## config.mk

```make
export PLATFORM = sky130hd
export DESIGN_NAME = operand_fetch_flat
export DESIGN_NICKNAME = d
export VERILOG_FILES = /design/src/rtl/regfile_pkg.sv /design/src/rtl/operand_fetch_if.sv /design/src/rtl/opf_scoreboard.sv /design/src/rtl/operand_fetch.sv /design/src/flat_wrapper.sv
export SDC_FILE = /design/constraint.sdc
export NUM_CORES = 1
export LEC_CHECK = 0
export ABC_AREA = 1
export BUFFER_PORTS_ARGS = -buffer_cell sky130_fd_sc_hd__buf_2
export CAP_MARGIN = 20
export CORE_ASPECT_RATIO = 0.75
export CORE_MARGIN = 2
export CORE_UTILIZATION = 47
export CTS_CLUSTER_DIAMETER = 150
export CTS_CLUSTER_SIZE = 12
export DETAILED_ROUTE_END_ITERATION = 10
export GPL_ROUTABILITY_DRIVEN = 1
export HOLD_SLACK_MARGIN = 0.12
export PLACE_DENSITY_LB_ADDON = 0.1
export SLEW_MARGIN = 20
export SYNTH_ARGS = -nofsm -noshare
export SYNTH_HDL_FRONTEND = slang
export SYNTH_SLANG_ARGS = --single-unit
```

## constraint.sdc

```tcl
create_clock -name clk -period 1.7 [get_ports clk]
set_input_delay 0.085 -clock clk [delete_from_list [all_inputs] [get_ports clk]]
set_output_delay 0.085 -clock clk [all_outputs]
set_load 0.1 [all_outputs]
```

## src/rtl/regfile_pkg.sv

```systemverilog
// rtl/regfile_pkg.sv - shared widths for the register file and operand fetch stage
// Contents: DW (data width), AW (register address width), OPW (opcode width),
//           NREGS (number of architectural registers, 2**AW).
package regfile_pkg;
  localparam int DW    = 8;
  localparam int AW    = 3;
  localparam int OPW   = 4;
  localparam int NREGS = 1 << AW;
endpackage

```

## src/rtl/operand_fetch_if.sv

```systemverilog
// rtl/operand_fetch_if.sv - instruction, regfile-read, writeback and execute-side bus of operand_fetch
// Signals:
//   in_*      upstream instruction handshake (valid/ready, op, rs1, rs2, rd, rd_we)
//   raddr*    regfile read addresses, rdata* asynchronous read data
//   wb_*      writeback stream (same strobe as the regfile write port)
//   out_*     registered operands to execute (valid/ready, op, a, b, rd, rd_we)
// Modports: slave = operand_fetch view, master = driver of instructions/regfile/execute.
interface operand_fetch_if #(
  parameter int DW  = regfile_pkg::DW,
  parameter int AW  = regfile_pkg::AW,
  parameter int OPW = regfile_pkg::OPW
);
  logic           in_valid;
  logic           in_ready;
  logic [OPW-1:0] in_op;
  logic [AW-1:0]  in_rs1;
  logic [AW-1:0]  in_rs2;
  logic [AW-1:0]  in_rd;
  logic           in_rd_we;
  logic [AW-1:0]  raddr1;
  logic [AW-1:0]  raddr2;
  logic [DW-1:0]  rdata1;
  logic [DW-1:0]  rdata2;
  logic           wb_we;
  logic [AW-1:0]  wb_addr;
  logic [DW-1:0]  wb_data;
  logic           out_valid;
  logic           out_ready;
  logic [OPW-1:0] out_op;
  logic [DW-1:0]  out_a;
  logic [DW-1:0]  out_b;
  logic [AW-1:0]  out_rd;
  logic           out_rd_we;

  modport slave (
    input  in_valid, in_op, in_rs1, in_rs2, in_rd, in_rd_we,
    output in_ready,
    output raddr1, raddr2,
    input  rdata1, rdata2,
    input  wb_we, wb_addr, wb_data,
    output out_valid, out_op, out_a, out_b, out_rd, out_rd_we,
    input  out_ready
  );

  modport master (
    output in_valid, in_op, in_rs1, in_rs2, in_rd, in_rd_we,
    input  in_ready,
    input  raddr1, raddr2,
    output rdata1, rdata2,
    output wb_we, wb_addr, wb_data,
    input  out_valid, out_op, out_a, out_b, out_rd, out_rd_we,
    output out_ready
  );
endinterface

```

## src/rtl/opf_scoreboard.sv

```systemverilog
// rtl/opf_scoreboard.sv - pending-destination-write bit vector for operand_fetch
// Ports:
//   clk, rst_n            clock, synchronous active-low reset (clears all pending bits)
//   set_en, set_addr      mark a register as having a write in flight
//   clr_en, clr_addr      writeback retires the pending write
//   rs1, rs2, rd          lookup addresses
//   hit1, hit2, hitd      pending bit of rs1 / rs2 / rd
module opf_scoreboard #(
  parameter int AW = regfile_pkg::AW
) (
  input  logic          clk,
  input  logic          rst_n,
  input  logic          set_en,
  input  logic [AW-1:0] set_addr,
  input  logic          clr_en,
  input  logic [AW-1:0] clr_addr,
  input  logic [AW-1:0] rs1,
  input  logic [AW-1:0] rs2,
  input  logic [AW-1:0] rd,
  output logic          hit1,
  output logic          hit2,
  output logic          hitd
);
  localparam int NREGS = 1 << AW;

  logic [NREGS-1:0] sb;
  logic [NREGS-1:0] sb_next;

  // Clear is applied before set so a new issue to the register being
  // written back in the same cycle stays pending. Clearing an idle bit is harmless.
  always_comb begin
    sb_next = sb;
    if (clr_en) sb_next[clr_addr] = 1'b0;
    if (set_en) sb_next[set_addr] = 1'b1;
  end

  always_ff @(posedge clk) begin
    if (!rst_n) sb <= '0;
    else        sb <= sb_next;
  end

  assign hit1 = sb[rs1];
  assign hit2 = sb[rs2];
  assign hitd = sb[rd];
endmodule

```

## src/rtl/operand_fetch.sv

```systemverilog
// rtl/operand_fetch.sv - decode-to-execute operand fetch stage with RAW/WAW scoreboard stall
// Ports:
//   clk    rising-edge clock
//   rst_n  synchronous active-low reset; drops the in-flight instruction and pending writes
//   bus    operand_fetch_if.slave: instruction in, regfile read, writeback, operands out
// Option: OPF_FWD_EN bypasses same-cycle writeback data into out_a/out_b so a RAW
//         hit coinciding with wb_we does not stall. Undefined: stall one extra cycle.
module operand_fetch #(
  parameter int DW  = regfile_pkg::DW,
  parameter int AW  = regfile_pkg::AW,
  parameter int OPW = regfile_pkg::OPW
) (
  input logic               clk,
  input logic               rst_n,
  operand_fetch_if.slave    bus
);
  logic           fwd1;
  logic           fwd2;
  logic           hit1;
  logic           hit2;
  logic           hitd;
  logic           hazard;
  logic           accept;
  logic [DW-1:0]  a_sel;
  logic [DW-1:0]  b_sel;

  logic           vld_q;
  logic [OPW-1:0] op_q;
  logic [DW-1:0]  a_q;
  logic [DW-1:0]  b_q;
  logic [AW-1:0]  rd_q;
  logic           rd_we_q;

  assign bus.raddr1 = bus.in_rs1;
  assign bus.raddr2 = bus.in_rs2;

`ifdef OPF_FWD_EN
  assign fwd1 = bus.wb_we & (bus.wb_addr == bus.in_rs1);
  assign fwd2 = bus.wb_we & (bus.wb_addr == bus.in_rs2);
`else
  assign fwd1 = 1'b0;
  assign fwd2 = 1'b0;
  // Without bypass the data only reaches execute through the regfile.
  logic [DW-1:0] unused_wb_data;
  assign unused_wb_data = bus.wb_data;
`endif

  opf_scoreboard #(.AW(AW)) u_sb (
    .clk      (clk),
    .rst_n    (rst_n),
    .set_en   (accept & bus.in_rd_we),
    .set_addr (bus.in_rd),
    .clr_en   (bus.wb_we),
    .clr_addr (bus.wb_addr),
    .rs1      (bus.in_rs1),
    .rs2      (bus.in_rs2),
    .rd       (bus.in_rd),
    .hit1     (hit1),
    .hit2     (hit2),
    .hitd     (hitd)
  );

  // WAW is never forwarded: the older write must retire so only one write per register is in flight.
  assign hazard       = (hit1 & ~fwd1) | (hit2 & ~fwd2) | (bus.in_rd_we & hitd);
  assign bus.in_ready = ~hazard & (~vld_q | bus.out_ready);
  assign accept       = bus.in_valid & bus.in_ready;

  assign a_sel = fwd1 ? bus.wb_data : bus.rdata1;
  assign b_sel = fwd2 ? bus.wb_data : bus.rdata2;

  always_ff @(posedge clk) begin
    if (!rst_n) begin
      vld_q   <= 1'b0;
      op_q    <= '0;
      a_q     <= '0;
      b_q     <= '0;
      rd_q    <= '0;
      rd_we_q <= 1'b0;
    end else if (accept) begin
      vld_q   <= 1'b1;
      op_q    <= bus.in_op;
      a_q     <= a_sel;
      b_q     <= b_sel;
      rd_q    <= bus.in_rd;
      rd_we_q <= bus.in_rd_we;
    end else if (bus.out_ready) begin
      vld_q   <= 1'b0;
    end
  end

  assign bus.out_valid = vld_q;
  assign bus.out_op    = op_q;
  assign bus.out_a     = a_q;
  assign bus.out_b     = b_q;
  assign bus.out_rd    = rd_q;
  assign bus.out_rd_we = rd_we_q;
endmodule

```

## src/flat_wrapper.sv

```systemverilog
// flat-port wrapper written by rule: the top's interface ports become plain ports
module operand_fetch_flat 
#(
  parameter int DW  = regfile_pkg::DW,
  parameter int AW  = regfile_pkg::AW,
  parameter int OPW = regfile_pkg::OPW
)
  (clk, rst_n, bus_in_valid, bus_in_op, bus_in_rs1, bus_in_rs2, bus_in_rd, bus_in_rd_we, bus_in_ready, bus_raddr1, bus_raddr2, bus_rdata1, bus_rdata2, bus_wb_we, bus_wb_addr, bus_wb_data, bus_out_valid, bus_out_op, bus_out_a, bus_out_b, bus_out_rd, bus_out_rd_we, bus_out_ready);
  operand_fetch_if #(.DW(DW), .AW(AW), .OPW(OPW)) bus_i ();
  input logic clk;
  input logic rst_n;
  input wire logic [$bits(bus_i.in_valid)-1:0] bus_in_valid;
  input wire logic [$bits(bus_i.in_op)-1:0] bus_in_op;
  input wire logic [$bits(bus_i.in_rs1)-1:0] bus_in_rs1;
  input wire logic [$bits(bus_i.in_rs2)-1:0] bus_in_rs2;
  input wire logic [$bits(bus_i.in_rd)-1:0] bus_in_rd;
  input wire logic [$bits(bus_i.in_rd_we)-1:0] bus_in_rd_we;
  output wire logic [$bits(bus_i.in_ready)-1:0] bus_in_ready;
  output wire logic [$bits(bus_i.raddr1)-1:0] bus_raddr1;
  output wire logic [$bits(bus_i.raddr2)-1:0] bus_raddr2;
  input wire logic [$bits(bus_i.rdata1)-1:0] bus_rdata1;
  input wire logic [$bits(bus_i.rdata2)-1:0] bus_rdata2;
  input wire logic [$bits(bus_i.wb_we)-1:0] bus_wb_we;
  input wire logic [$bits(bus_i.wb_addr)-1:0] bus_wb_addr;
  input wire logic [$bits(bus_i.wb_data)-1:0] bus_wb_data;
  output wire logic [$bits(bus_i.out_valid)-1:0] bus_out_valid;
  output wire logic [$bits(bus_i.out_op)-1:0] bus_out_op;
  output wire logic [$bits(bus_i.out_a)-1:0] bus_out_a;
  output wire logic [$bits(bus_i.out_b)-1:0] bus_out_b;
  output wire logic [$bits(bus_i.out_rd)-1:0] bus_out_rd;
  output wire logic [$bits(bus_i.out_rd_we)-1:0] bus_out_rd_we;
  input wire logic [$bits(bus_i.out_ready)-1:0] bus_out_ready;
  assign bus_i.in_valid = bus_in_valid;
  assign bus_i.in_op = bus_in_op;
  assign bus_i.in_rs1 = bus_in_rs1;
  assign bus_i.in_rs2 = bus_in_rs2;
  assign bus_i.in_rd = bus_in_rd;
  assign bus_i.in_rd_we = bus_in_rd_we;
  assign bus_in_ready = bus_i.in_ready;
  assign bus_raddr1 = bus_i.raddr1;
  assign bus_raddr2 = bus_i.raddr2;
  assign bus_i.rdata1 = bus_rdata1;
  assign bus_i.rdata2 = bus_rdata2;
  assign bus_i.wb_we = bus_wb_we;
  assign bus_i.wb_addr = bus_wb_addr;
  assign bus_i.wb_data = bus_wb_data;
  assign bus_out_valid = bus_i.out_valid;
  assign bus_out_op = bus_i.out_op;
  assign bus_out_a = bus_i.out_a;
  assign bus_out_b = bus_i.out_b;
  assign bus_out_rd = bus_i.out_rd;
  assign bus_out_rd_we = bus_i.out_rd_we;
  assign bus_i.out_ready = bus_out_ready;
  operand_fetch #(.DW(DW), .AW(AW), .OPW(OPW)) u_core (.clk(clk), .rst_n(rst_n), .bus(bus_i));
endmodule
```

==> metrics.cfg, run 1 <==
[setup_path]
crit_type = flip-flop to output port
critPathMostFrequentCell = nand3_2
reg2reg_to = u_core.bus.out_op[2]$_SDFFE_PN0P_
cp_max_fo = 4
end_kind = output port
reg2reg_depth = 10
r2r_slack_ps = 140
max_stage_delay_ps = 360
critPathBufInv = 2
slowest_stage = dfxtp_4
arrival_ps = 1570
path_delay_family = simple AND/OR/NAND/NOR gates
cp-start-kind = flip-flop
reg2reg_from = u_core.u_sb.sb[5]$_SDFF_PN0_
crit_required_ps = 1620
cp_cell_sequence = nand2_1 -> nand3_1 -> nand3_2 -> nand3_2 -> nor2_4 -> and2_4 -> buf_12 -> buf_16

[detailed_routing]
dr.pass1.iters = 4
wl_per_cell_um = 12.4
ant_nets = 0
drc = 0
via_per_inst = 4.85
vias = 1857
routed_wl_mm = 4.75
dr.first_iter.drc_count = 76

[floorplanning]
io-pin-count = 78
fp.dieH_um = 58.2
start_util = 0.496
rows = 19
coreArea_um2 = 3710
die-area_um2 = 4430
die_w_um = 76.2

[clock_network]
cts_max_path_buffers = 2
clock-root-buffer = clkbuf_8
clock_latency_ps = 280
cts_tree = yes
htreeDepth = 2
cts_num_sinks = 33
cts_buffers = 5
clk_pin_slew_worst_paths_ps = 70

[hold_path]
whs_endpoint = u_core.bus.out_rd[0]$_SDFFE_PN0P_
hold_start = bus_in_rd[0]
min_path_cells = 3
hold_class = input pin to flip-flop

[global_routing]
grt_pass1_vias = 1689
grt_pass1_wl_mm = 7.81
antenna_found_initial = 0
grt_max_degree = 34
overflow = 0
grt_usage = 0.224

[timing]
hold_viol = 0
min_period_ps = 1650
rsz0062_at_grt = true
period_share = 0.972
worstMarginPinSlew_ps = 499
setup-tns-final_ps = 0
relSlewSlack = 0.670
setup_viol = 0
clock.fmax_mhz = 605
drv_slew = 0
finClkSkew_ps = 3.86

[power]
comb_power_share = 0.373
vdd_drop_max_mv = 0.692
p_per_area_nw_per_um2 = 864
intPower_mw = 1.33
power_mw = 2.23
leakagePower_nw = 1.17
power_switching_uw = 900
pwr-share-clk = 0.255
seq_power_share = 0.373
switching_share = 0.403

[synthesis]
syn_inst = 243
yosysTopAreaCellShare = 0.359
avgSynthCellArea_um2 = 7.57
ys_seq_area_frac = 0.359
synth.distinct_cells = 22
synth-seq-cells = 33
yosysWarnings = 0
syn_area_um2 = 1840
synth_top_cell_by_area = dfxtp_1
yosys-top-cells-area = dfxtp_1 (36%), nand2_1 (13%), nand3_2 (11%)
synth_fp_nets = 289

[placement]
gp_congestion = 0.820
io_buffers = 69
dp_hpwl_mm = 3.00

[cells_and_area]
syn_to_final_growth_pct = 40.5
nets = 376
final_common_cell = buf_2
drive_above_1_share = 0.447
antennaDiodeCount = 0
final_util = 0.697
final_cell_mix = buf_2 (68), nand2_1 (58), nor2_1 (28)

[job]
maxCapViolCount = 0

[outcome]
status = complete, no violations

[repair_timing]
item	CTS	global route
endpoints found under the setup margin	1	15
setup buffers	1	0
gates cloned	1	0
endpoints found under the hold margin	23	0
hold buffers	23	0
gates resized for setup	1	24
pin swaps	0	13
[worst max-delay path by stage]
stage,end,from,cells after the start
after floorplan,u_core.bus.out_b[1]$_SDFFE_PN0P_,u_core.bus.out_valid$_SDFFE_PN0P_,8
after global placement,bus_in_ready,u_core.u_sb.sb[5]$_SDFF_PN0_,8
after detailed placement,u_core.bus.out_b[3]$_SDFFE_PN0P_,u_core.u_sb.sb[1]$_SDFF_PN0_,9
after CTS,bus_in_ready,u_core.u_sb.sb[5]$_SDFF_PN0_,10
after global routing,bus_in_ready,u_core.u_sb.sb[6]$_SDFF_PN0_,8
final,bus_in_ready,u_core.u_sb.sb[5]$_SDFF_PN0_,8
[kinds of logic after synthesis]
kind of cell / after synthesis / synth area share
AO/OA/AOI/OAI: 35 / 0.142
AND/OR/NAND/NOR: 138 / 0.380
buffers and inverters: 37 / 0.118
flip-flops: 33 / 0.359
[Yosys cell counts (all sizes together)]
| cell type | count |
|---|---|
| clkbuf | 4 |
| nand4 | 1 |
| a21oi | 27 |
| a21boi | 5 |
| o21ai | 1 |
| and2 | 1 |
| dfxtp | 33 |
| inv | 18 |
| buf | 15 |
| nor2 | 29 |
| nand3 | 44 |
| nand2 | 63 |
| a31oi | 2 |
[routing by layer]
metal / GRT usage / share of wire / wire length (um)
met1: 0.305 / 0.48 / 2270
met2: 0.340 / 0.43 / 2060
met3: 0.0717 / 0.079 / 375
met4: 0.0753 / 0.0088 / 42
met5: 0 / 0 / 0
[worst reg2reg max path, delay by kind of cell (launching register included)]
| family | cells | cell delay (ps) |
|---|---|---|
| flops | 1 | 360 |
| simple gates | 7 | 730 |
| buf+inv | 2 | 270 |
| compound gates | 1 | 130 |
[through the flow]
| stage | instances | cell area [um2] | hold slack [ps] | worst slack [ps] |
|---|---|---|---|---|
| CTS | 383 | 2520 | 152 | 7.22 |
| global route | 383 | 2580 | 157 | -31.2 |
| detailed placement | 350 | 2170 | 347 | 183 |
| finish | 383 | 2580 | 157 | 47.7 |
| floorplan | 243 | 1840 | 228 | 62.3 |
| global placement | 350 | 2170 | 343 | 208 |
[layout make-up]
class	count	area, um2
Clock buffer	6	72.6
Timing Repair Buffer	99	692
Multi-Input combinational cell	173	993
Clock inverter	2	10.0
Sequential cell	33	682
Inverter	18	70.1
Tap cell	52	65.1
Fill cell	311	1120
[power by group through the flow]
| stage | clock network (mW) | logic (mW) | registers, mW |
|---|---|---|---|
| 6_report | 0.568 | 0.832 | 0.833 |
| 5_1_grt | 0.628 | 0.875 | 0.837 |
| 4_1_cts | 0.581 | 0.818 | 0.836 |
| 3_5_place_dp | 0 | 0.739 | 0.853 |
| 3_3_place_gp | 0 | 0.734 | 0.853 |
| 2_1_floorplan | 0 | 0.332 | 1.13 |
[state kept, by name, indices dropped and copies added (netlist names)]
signal	flops
u_core.bus.out_a	8
u_core.bus.out_b	8
u_core.bus.out_op	4
u_core.bus.out_rd	3
u_core.bus.out_rd_we	1
u_core.bus.out_valid	1
u_core.u_sb.sb	8
(Power assumes the default switching activity.)
==> run 2, diff against run 1 <==
Settings changed: CORE_ASPECT_RATIO 0.75 to unset, PLACE_DENSITY set to 0.79, PLACE_DENSITY_LB_ADDON 0.1 to unset.
==> run 2 against run 1 <==
Effect of this change: combinational power grew 0.7%; final area is essentially flat; worst setup slack better by 13 ps; flip-flop and latch count stayed put; sequential share of layout area is 0.17 points lower; maximum frequency rose by 0.77%; critical path depth did not move; core utilization down 0.21 points; clock power rose by 4.0%; register-to-register slack got worse by 40 ps.
==> metrics.cfg, run 2 (synthesis gave the netlist of run 1 again) <==
[setup_path]
cp_max_fo = 4  ; unchanged
crit_type = flip-flop to output port
end_kind = output port
crit_required_ps = 1620  ; about the same
r2r_slack_ps = 100  ; -40 ps
arrival_ps = 1550  ; -20 ps
cp-start-kind = flip-flop

[placement]
dp_hpwl_mm = 3.03  ; +0.75%
gp_congestion = 0.877  ; +6.9%
dp_cells = 345  ; -1.4%
io_buffers = 69  ; unchanged
place_area_um2 = 2180  ; +0.58%

[timing]
worstMarginPinSlew_ps = 497  ; -1.68 ps
rsz0062_at_grt = false
clock.fmax_mhz = 610  ; +0.77%
finClkSkew_ps = 3.70  ; -0.157 ps
relSlewSlack = 0.671  ; +0.00111
hold_viol = 0  ; unchanged
drv_slew = 0  ; unchanged
min_period_ps = 1640  ; -12.6 ps
setup-tns-final_ps = 0  ; unchanged
setup_viol = 0  ; unchanged
period_share = 0.965  ; -0.00742

[clock_network]
cts_num_sinks = 33  ; unchanged
clock-root-buffer = clkbuf_8
clk_pin_slew_worst_paths_ps = 70  ; about the same
clock_latency_ps = 300  ; +20 ps
cts_buffers = 5  ; unchanged
htreeDepth = 2  ; unchanged
cts_max_path_buffers = 2  ; unchanged
cts_tree = yes

[global_routing]
grt_pass1_vias = 1793  ; +6.2%
overflow = 0  ; unchanged
antenna_found_initial = 1  ; +1
grt_pass1_wl_mm = 8.02  ; +2.7%
grt_max_degree = 25  ; -26%
grt_usage = 0.244  ; +0.0190

[cells_and_area]
final_cell_mix = buf_2 (68), nand2_1 (61), nor2_1 (28)
nets = 378  ; +0.53%
final_common_cell = buf_2
final_util = 0.695  ; -0.00208
design_area_um2 = 2580  ; about the same
drive_above_1_share = 0.432  ; -0.0147
stdcell_count = 382  ; -0.26%
syn_to_final_growth_pct = 40.4  ; about the same

[floorplanning]
die-area_um2 = 4430  ; -0.12%
fp.dieH_um = 66.6  ; +14%
die_w_um = 66.6  ; -13%
rows = 22  ; +3
coreArea_um2 = 3720  ; +0.20%
start_util = 0.495  ; -0.00100
io-pin-count = 78  ; unchanged

[detailed_routing]
dr.first_iter.drc_count = 68  ; -11%
ant_nets = 0  ; unchanged
drc = 0  ; unchanged
routed_wl_mm = 5.03  ; +6.0%
wl_per_cell_um = 13.2  ; +6.3%
vias = 1895  ; +2.0%
via_per_inst = 4.96  ; +2.3%
dr.pass1.iters = 4  ; unchanged

[power]
p_per_area_nw_per_um2 = 877  ; +1.5%
leakagePower_nw = 1.17  ; about the same
vdd_drop_max_mv = 0.689  ; -0.32%

[hold_path]
hold_class = input pin to flip-flop

[outcome]
status = complete, no violations

[job]
maxCapViolCount = 0  ; unchanged

-- run 2: cell types whose count changed in the layout (fill, tap and decap cells not counted), sizes merged --
cell	previous run	this run
buf	75	77
clkbuf	6	5
clkinvlp	0	1
diode	0	1
-- run 2: power by group --
group | internal (mW) | switching [mW]
clock | 0.282 | 0.309
sequential | 0.813 | 0.0224
combinational | 0.241 | 0.597
total | 1.34 | 0.929
-- run 2: timing repair --
item / CTS / global route
gates cloned: 1 / 0
hold buffers: 23 / 0
resized for setup: 3 / 10
endpoints found under the hold margin: 23 / 0
buffers inserted: 2 / 2
pin swaps: 1 / 3
setup endpoints to repair: 1 / 7
-- run 2: final cells by class --
cell class | count | area [um2]
fillers | 297 | 1130
multi-input cells | 173 | 966
repair buffers | 101 | 721
flip-flops and latches | 33 | 677
inverters | 18 | 70.1
clock buffers | 5 | 68.8
well taps | 48 | 60.1
clock inverters | 3 | 17.5
diodes | 1 | 2.50
-- run 2: path summary, 6_finish.rpt --
kind	cells past startpoint	end	from
worst min-delay path	3	u_core.bus.out_rd[2]$_SDFFE_PN0P_	bus_in_valid
worst min register to register	2	u_core.bus.out_rd_we$_SDFFE_PN0P_	u_core.bus.out_rd_we$_SDFFE_PN0P_
worst max register to register	10	u_core.bus.out_op[3]$_SDFFE_PN0P_	u_core.u_sb.sb[1]$_SDFF_PN0_
worst max-delay path	8	bus_in_ready	u_core.u_sb.sb[1]$_SDFF_PN0_
-- run 2: metal layers --
layer	part of all wire	global-route usage	vias to the layer above	wire [um]
met5	0	0	-	0
li1	-	-	961	-
met1	0.41	0.281	857	2060
met2	0.49	0.414	63	2470
met4	0.035	0.115	0	178
met3	0.063	0.0676	14	318
-- run 2: through the flow --
step           hold WS (ps)  power [mW]  setup WS (ps)
2_1_floorplan           228        1.47           62.3
3_3_place_gp            342        1.59            222
3_5_place_dp            347        1.60            181
4_1_cts                 120        2.27           36.9
5_1_grt                 134        2.35           1.57
6_report                120        2.27           60.3
-- run 2: worst max-delay path, stage by stage (launching register included) --
cell     delay [ps]
dfxtp_2         340
a21oi_1         110
o21ai_0          90
nand3_1          90
nand2_2          70
nor2_4          110
and2_4          170
buf_12          110
buf_12          160
